$ cat src/rtl/seq_req_queue_pkg.sv
// Shared types and helpers for the four-input request queue.
package seq_req_queue_pkg;

  localparam int NUM_REQS = 4;

  typedef logic [1:0] src_idx_t;

  // Index of the lowest set bit; zero when no bit is set.
  function automatic src_idx_t onehot_to_idx(input logic [NUM_REQS-1:0] vec);
    src_idx_t idx;
    idx = '0;
    for (int i = NUM_REQS - 1; i >= 0; i--) begin
      if (vec[i]) idx = src_idx_t'(i);
    end
    return idx;
  endfunction

endpackage

$ cat src/rtl/seq_req_queue_fifo.sv
// One circular-buffer queue: enqueue/dequeue, occupancy count, full/empty, head.
// Pointers wrap naturally because p_depth is a power of two.
module seq_req_queue_fifo #(
  parameter int p_nbits = 8,
  parameter int p_depth = 2
) (
  input  logic               clk,
  input  logic               reset,
  input  logic               enq_val,
  input  logic [p_nbits-1:0] enq_msg,
  input  logic               deq_val,
  output logic               full,
  output logic               empty,
  output logic [p_nbits-1:0] head
);

  localparam int PW = $clog2(p_depth);
  localparam int CW = PW + 1;

  typedef logic [PW-1:0]      ptr_t;
  typedef logic [CW-1:0]      cnt_t;
  typedef logic [p_nbits-1:0] msg_t;

  ptr_t wr_ptr_q, wr_ptr_d;
  ptr_t rd_ptr_q, rd_ptr_d;
  cnt_t cnt_q, cnt_d;
  msg_t mem_q [p_depth];
  msg_t mem_d [p_depth];

  logic do_enq;
  logic do_deq;

  assign full  = (cnt_q == cnt_t'(p_depth));
  assign empty = (cnt_q == '0);
  assign head  = mem_q[rd_ptr_q];

  // Next-state for pointers, count and storage; a full queue only takes a
  // write when its head leaves in the same cycle.
  always_comb begin
    do_deq   = deq_val && !empty;
    do_enq   = enq_val && (!full || do_deq);
    wr_ptr_d = wr_ptr_q;
    rd_ptr_d = rd_ptr_q;
    cnt_d    = cnt_q;
    mem_d    = mem_q;
    if (do_enq) begin
      mem_d[wr_ptr_q] = enq_msg;
      wr_ptr_d        = wr_ptr_q + ptr_t'(1);
    end
    if (do_deq) begin
      rd_ptr_d = rd_ptr_q + ptr_t'(1);
    end
    case ({do_enq, do_deq})
      2'b10:   cnt_d = cnt_q + cnt_t'(1);
      2'b01:   cnt_d = cnt_q - cnt_t'(1);
      default: cnt_d = cnt_q;
    endcase
  end

  // Pointer and count registers; reset discards any queued data at once.
  always_ff @(posedge clk or posedge reset) begin
    if (reset) begin
      wr_ptr_q <= '0;
      rd_ptr_q <= '0;
      cnt_q    <= '0;
    end else begin
      wr_ptr_q <= wr_ptr_d;
      rd_ptr_q <= rd_ptr_d;
      cnt_q    <= cnt_d;
    end
  end

  // Message storage; contents are only meaningful where count says so.
  always_ff @(posedge clk) begin
    mem_q <= mem_d;
  end

endmodule

$ cat src/rtl/seq_req_queue_4in.sv
// Four-input request queue feeding a 4-input rotating arbiter.
// Optional macro SEQ_REQ_QUEUE_FULL_RDY_EN: a full queue also reports ready
// in the cycle its head is granted, so it can refill without a bubble.
//
// Handshakes: on the input side a message transfers at the clock edge where
// in_val[i] && in_rdy[i]; in_val may be held while in_rdy is low and nothing
// is dropped. On the output side out_val has no back-pressure: a grant that
// hits a non-empty queue dequeues its head at the next edge.
module seq_req_queue_4in
  import seq_req_queue_pkg::*;
#(
  parameter int p_nbits = 8,
  parameter int p_depth = 2
) (
  input  logic                        clk,
  input  logic                        reset,
  input  logic [NUM_REQS-1:0]         in_val,
  output logic [NUM_REQS-1:0]         in_rdy,
  input  logic [NUM_REQS*p_nbits-1:0] in_msg,
  output logic [NUM_REQS-1:0]         reqs,
  input  logic [NUM_REQS-1:0]         grants,
  output logic                        out_val,
  output logic [p_nbits-1:0]          out_msg,
  output src_idx_t                    out_src
);

  logic [NUM_REQS-1:0] full;
  logic [NUM_REQS-1:0] empty;
  logic [NUM_REQS-1:0] enq_vec;
  logic [NUM_REQS-1:0] deq_vec;
  logic [p_nbits-1:0]  head [NUM_REQS];
  src_idx_t            gnt_idx;
  logic                gnt_hit;

  // Requests come straight from registered occupancy.
  assign reqs    = ~empty;
  assign enq_vec = in_val & in_rdy;

  // Grant qualification and output mux; multi-hot grants resolve to the
  // lowest set index, and a grant to an empty queue is ignored.
  always_comb begin
    gnt_idx = onehot_to_idx(grants);
    gnt_hit = (|grants) && reqs[gnt_idx];
    deq_vec = '0;
    out_val = 1'b0;
    out_msg = '0;
    out_src = '0;
    if (gnt_hit) begin
      deq_vec[gnt_idx] = 1'b1;
      out_val          = 1'b1;
      out_msg          = head[gnt_idx];
      out_src          = gnt_idx;
    end
  end

  // Input ready; the optional form uses the qualified dequeue so that an
  // illegal multi-hot grant can never open a full queue that is not drained.
  always_comb begin
`ifdef SEQ_REQ_QUEUE_FULL_RDY_EN
    in_rdy = ~full | deq_vec;
`else
    in_rdy = ~full;
`endif
  end

  for (genvar i = 0; i < NUM_REQS; i++) begin : g_q
    seq_req_queue_fifo #(
      .p_nbits (p_nbits),
      .p_depth (p_depth)
    ) u_fifo (
      .clk     (clk),
      .reset   (reset),
      .enq_val (enq_vec[i]),
      .enq_msg (in_msg[i*p_nbits +: p_nbits]),
      .deq_val (deq_vec[i]),
      .full    (full[i]),
      .empty   (empty[i]),
      .head    (head[i])
    );
  end

endmodule

$ cat config.mk
export PLATFORM = sky130hd
export DESIGN_NAME = seq_req_queue_4in
export DESIGN_NICKNAME = d
export VERILOG_FILES = /design/src/rtl/seq_req_queue_pkg.sv /design/src/rtl/seq_req_queue_fifo.sv /design/src/rtl/seq_req_queue_4in.sv
export SDC_FILE = /design/constraint.sdc
export NUM_CORES = 1
export LEC_CHECK = 0
export ABC_AREA = 1
export CAP_MARGIN = 5
export CORE_MARGIN = 5
export CORE_UTILIZATION = 49
export DETAILED_ROUTE_END_ITERATION = 12
export PLACE_DENSITY = 0.84
export SYNTH_ARGS = -nofsm -noshare
export SYNTH_HDL_FRONTEND = slang
export SYNTH_HIERARCHICAL = 1
export SYNTH_SLANG_ARGS = --single-unit
$ cat constraint.sdc
create_clock -name clk -period 2.75 [get_ports clk]
set_input_delay 0.55 -clock clk [delete_from_list [all_inputs] [get_ports clk]]
set_output_delay 0.55 -clock clk [all_outputs]
set_load 0.05 [all_outputs]
==> flow_summary.ini <==
[worst_setup_path]
critPathKind = in -> out
end_kind = output port
cpMaxStageDelayCell = clkdlybuf4s50_1
reg2reg_depth = 14
r2r_slack_ns = 0.66
critPathLaunch = grants[3]
timing.rr.start = g_q[3].u_fifo/cnt_q[0]
crit_arrival_ns = 2.14
critPathMaxStageDelay_ns = 0.57
critPathMaxFanout = 8
endpoint = out_msg[7]
r2r_end = g_q[2].u_fifo/cnt_q[1]
cp_num_buf_inv = 4
worst-path-stages = 9
crit_path_frequent_cell = nand3_1
cp_top_family = buffers and inverters
cp_data_required_time_ns = 2.20
startpoint_type = primary input
crit_chain = clkdlybuf4s50_1 > nand3_1 > nand3_1 > nand3_1 > nand2_1 > inv_1 > nor2_1 > buf_4 > buf_12

[die]
dieWidth_um = 100
start_util_pct = 50.9
die_y_um = 100
ios = 61
core_area_sq_um = 7810
fp.dieArea_sq_um = 10000
fp-row-count = 32

[final_layout]
final_area_sq_um = 5080
fillers = 604
synthToLayoutAreaGrowth_pct = 27.8
nets = 551
n_antenna_cell = 0
drive_gt1_share_pct = 16.4

[synthesis]
synth_top_area_share_pct = 48.3
synthFlopType = edfxtp_1
yosys_warnings = 6
synth-seq-cells = 80
synthArstFlopShare_pct = 20.0
ys_seq_area_share_pct = 58.4
synth_area_leaders = edfxtp_1 (48%), nand2_1 (12%), dfrtp_1 (10%)
synth.most_common_cell = nand2_1
synth_common_cells = nand2_1 (125), inv_1 (78), edfxtp_1 (64)
syn-num-nets = 472
syn_area_per_cell_sq_um = 9.31
synth.distinct_cells = 25
syn_inst = 427
syn_area_sq_um = 3980
synth_edf_count = 64
synth_top_cell_by_area = edfxtp_1

[cts]
cts_inserted_buffers = 9
cts_root_buf = clkbuf_8
clkSinkCount = 80
h-tree-depth = 3
clk_pin_slew_worst_paths_ns = 0.08
clkLatencyLatePin_ns = 0.35
cts_buffer_depth = 2
cts_tree = yes
postCtsSetupRepairBufs = 0

[drt]
ant_nets = 0
wl_um = 8670
vias_per_cell = 4.91
vias = 3008
dr.pass1.iters = 4
wl_per_cell_um = 14.1
drc = 0
drt-initial-drc-count = 190

[placement]
io_buffer_count = 60
placed_area_sq_um = 4880
routabilityCongestion = 0.875
dpl.hpwl_um = 6700

[timing]
maxSlewHeadroom_pct = 55.9
skew_ns = 0.00907
setup_viol = 0
worst_pin_slew_ns = 0.658
rsz0062_at_grt = true
fin_hold_ws_ns = 0.479
hold_violations = 0
fmax_ghz = 0.372
period_minus_slack_ns = 2.69
finalCritPeriodShare_pct = 97.7
fin_setup_tns_ns = 0
finalMaxSlewViolations = 0

[global_route]
grt_usage_pct = 18.2
antenna_found_initial = 0
grt_max_degree = 20
grt_pass1_vias = 3053
grt_pass1_wl_um = 14100
overflow = 0

[power]
ir_drop_mv = 0.667
power_density_nw_per_um2 = 1010
leakagePower_nw = 2.35

[worst_hold_path]
hold_depth = 2
min_path_type = reg -> reg

[flow_run]
cap_violations = 0

[run_status]
status = finished clean
[cell usage in the layout, fill, tap and decap left out, types with 2 or more instances in the layout]
cell type,instances
nand4_1,3
clkdlybuf4s50_1,47
nor2_1,19
inv_2,8
nand3_2,6
nor2_2,11
clkbuf_8,9
ha_1,3
clkinv_1,2
nand3_1,51
o21ai_0,3
buf_12,11
mux2_2,2
dfrtp_1,16
nand2_4,3
mux2_1,6
inv_1,78
buf_4,18
edfxtp_1,64
clkinvlp_4,2
dlymetal6s2s_1,2
nand2_2,8
nand2_1,125
xnor2_1,4
[flip-flops by register name (all words and copies together), names as in the netlist]
| signal | cells |
|---|---|
| g_q.u_fifo/mem_q | 64 |
| g_q.u_fifo/rd_ptr_q | 4 |
| g_q.u_fifo/cnt_q | 8 |
| g_q.u_fifo/wr_ptr_q | 4 |
[per-layer routing]
metal	wire [um]	GRT usage, %
met2	4380	31.8
met3	447	2.57
met5	0	0
met4	175	8.08
met1	3670	22.3
[worst reg2reg max path, cell delays in order, from the launching register on]
cell and delay, ns:
dfrtp_1 0.41, inv_2 0.08, nand2_2 0.10, inv_1 0.09, o211ai_2 0.24, nand2_4 0.12, nor2_1 0.10, inv_1 0.08
nand3_2 0.09, nand2_2 0.06, ha_1 0.34, inv_1 0.09, nand3_1 0.08, nand2_1 0.07, nand2_1 0.05
[power by group]
group	internal, mW	switching [mW]
combinational	0.896	1.48
sequential	1.69	0.238
clock	0.415	0.419
[cells by family after synthesis]
kind of cell	synth area share, %
AND/OR/NAND/NOR	25.9
buffers and inverters	10.0
flip-flops	58.4
multiplexers	2.27
AO/OA/AOI/OAI	1.42
XOR/XNOR	1.10
adder cells (fa/ha/maj)	0.944
[timing repair]
| item | in CTS | in global routing |
|---|---|---|
| resized for setup | 1 | 5 |
| hold buffers | 0 | 0 |
| endpoints found under the setup margin | 2 | 7 |
[area by class of cell]
cell class              instances  area [sq um]  area share (%)
clock inverters                 6          58.8            1.16
inverters                      87           330            6.50
well taps                     102           128            2.51
clock buffers                  10           128            2.51
flip-flops and latches         80          2320            45.7
multi-input cells             250          1270            24.9
repair buffers                 78           851            16.7
[per-stage QoR]
| step | util, % | worst slack (ns) | power (mW) | std cells |
|---|---|---|---|---|
| 2_1_floorplan | - | 0.281 | 3.44 | 427 |
| 3_3_place_gp | 62.5 | 0.0905 | 4.21 | 597 |
| 3_5_place_dp | 62.5 | -0.0443 | 4.32 | 597 |
| 4_1_cts | 64.9 | 0.0214 | 5.17 | 613 |
| 5_1_grt | 65.1 | -0.00530 | 5.45 | 613 |
| 6_report | 65.1 | 0.0630 | 5.14 | 613 |
[worst min path at each step]
stage | start | to
finish | g_q[2].u_fifo/wr_ptr_q | g_q[2].u_fifo/wr_ptr_q
global route | g_q[1].u_fifo/wr_ptr_q | g_q[1].u_fifo/wr_ptr_q
CTS | g_q[2].u_fifo/wr_ptr_q | g_q[2].u_fifo/wr_ptr_q
detailed placement | g_q[2].u_fifo/wr_ptr_q | g_q[2].u_fifo/wr_ptr_q
global placement | g_q[0].u_fifo/wr_ptr_q | g_q[0].u_fifo/wr_ptr_q
floorplan | reset | g_q[0].u_fifo/cnt_q[0]
(Power assumes the default switching activity.)
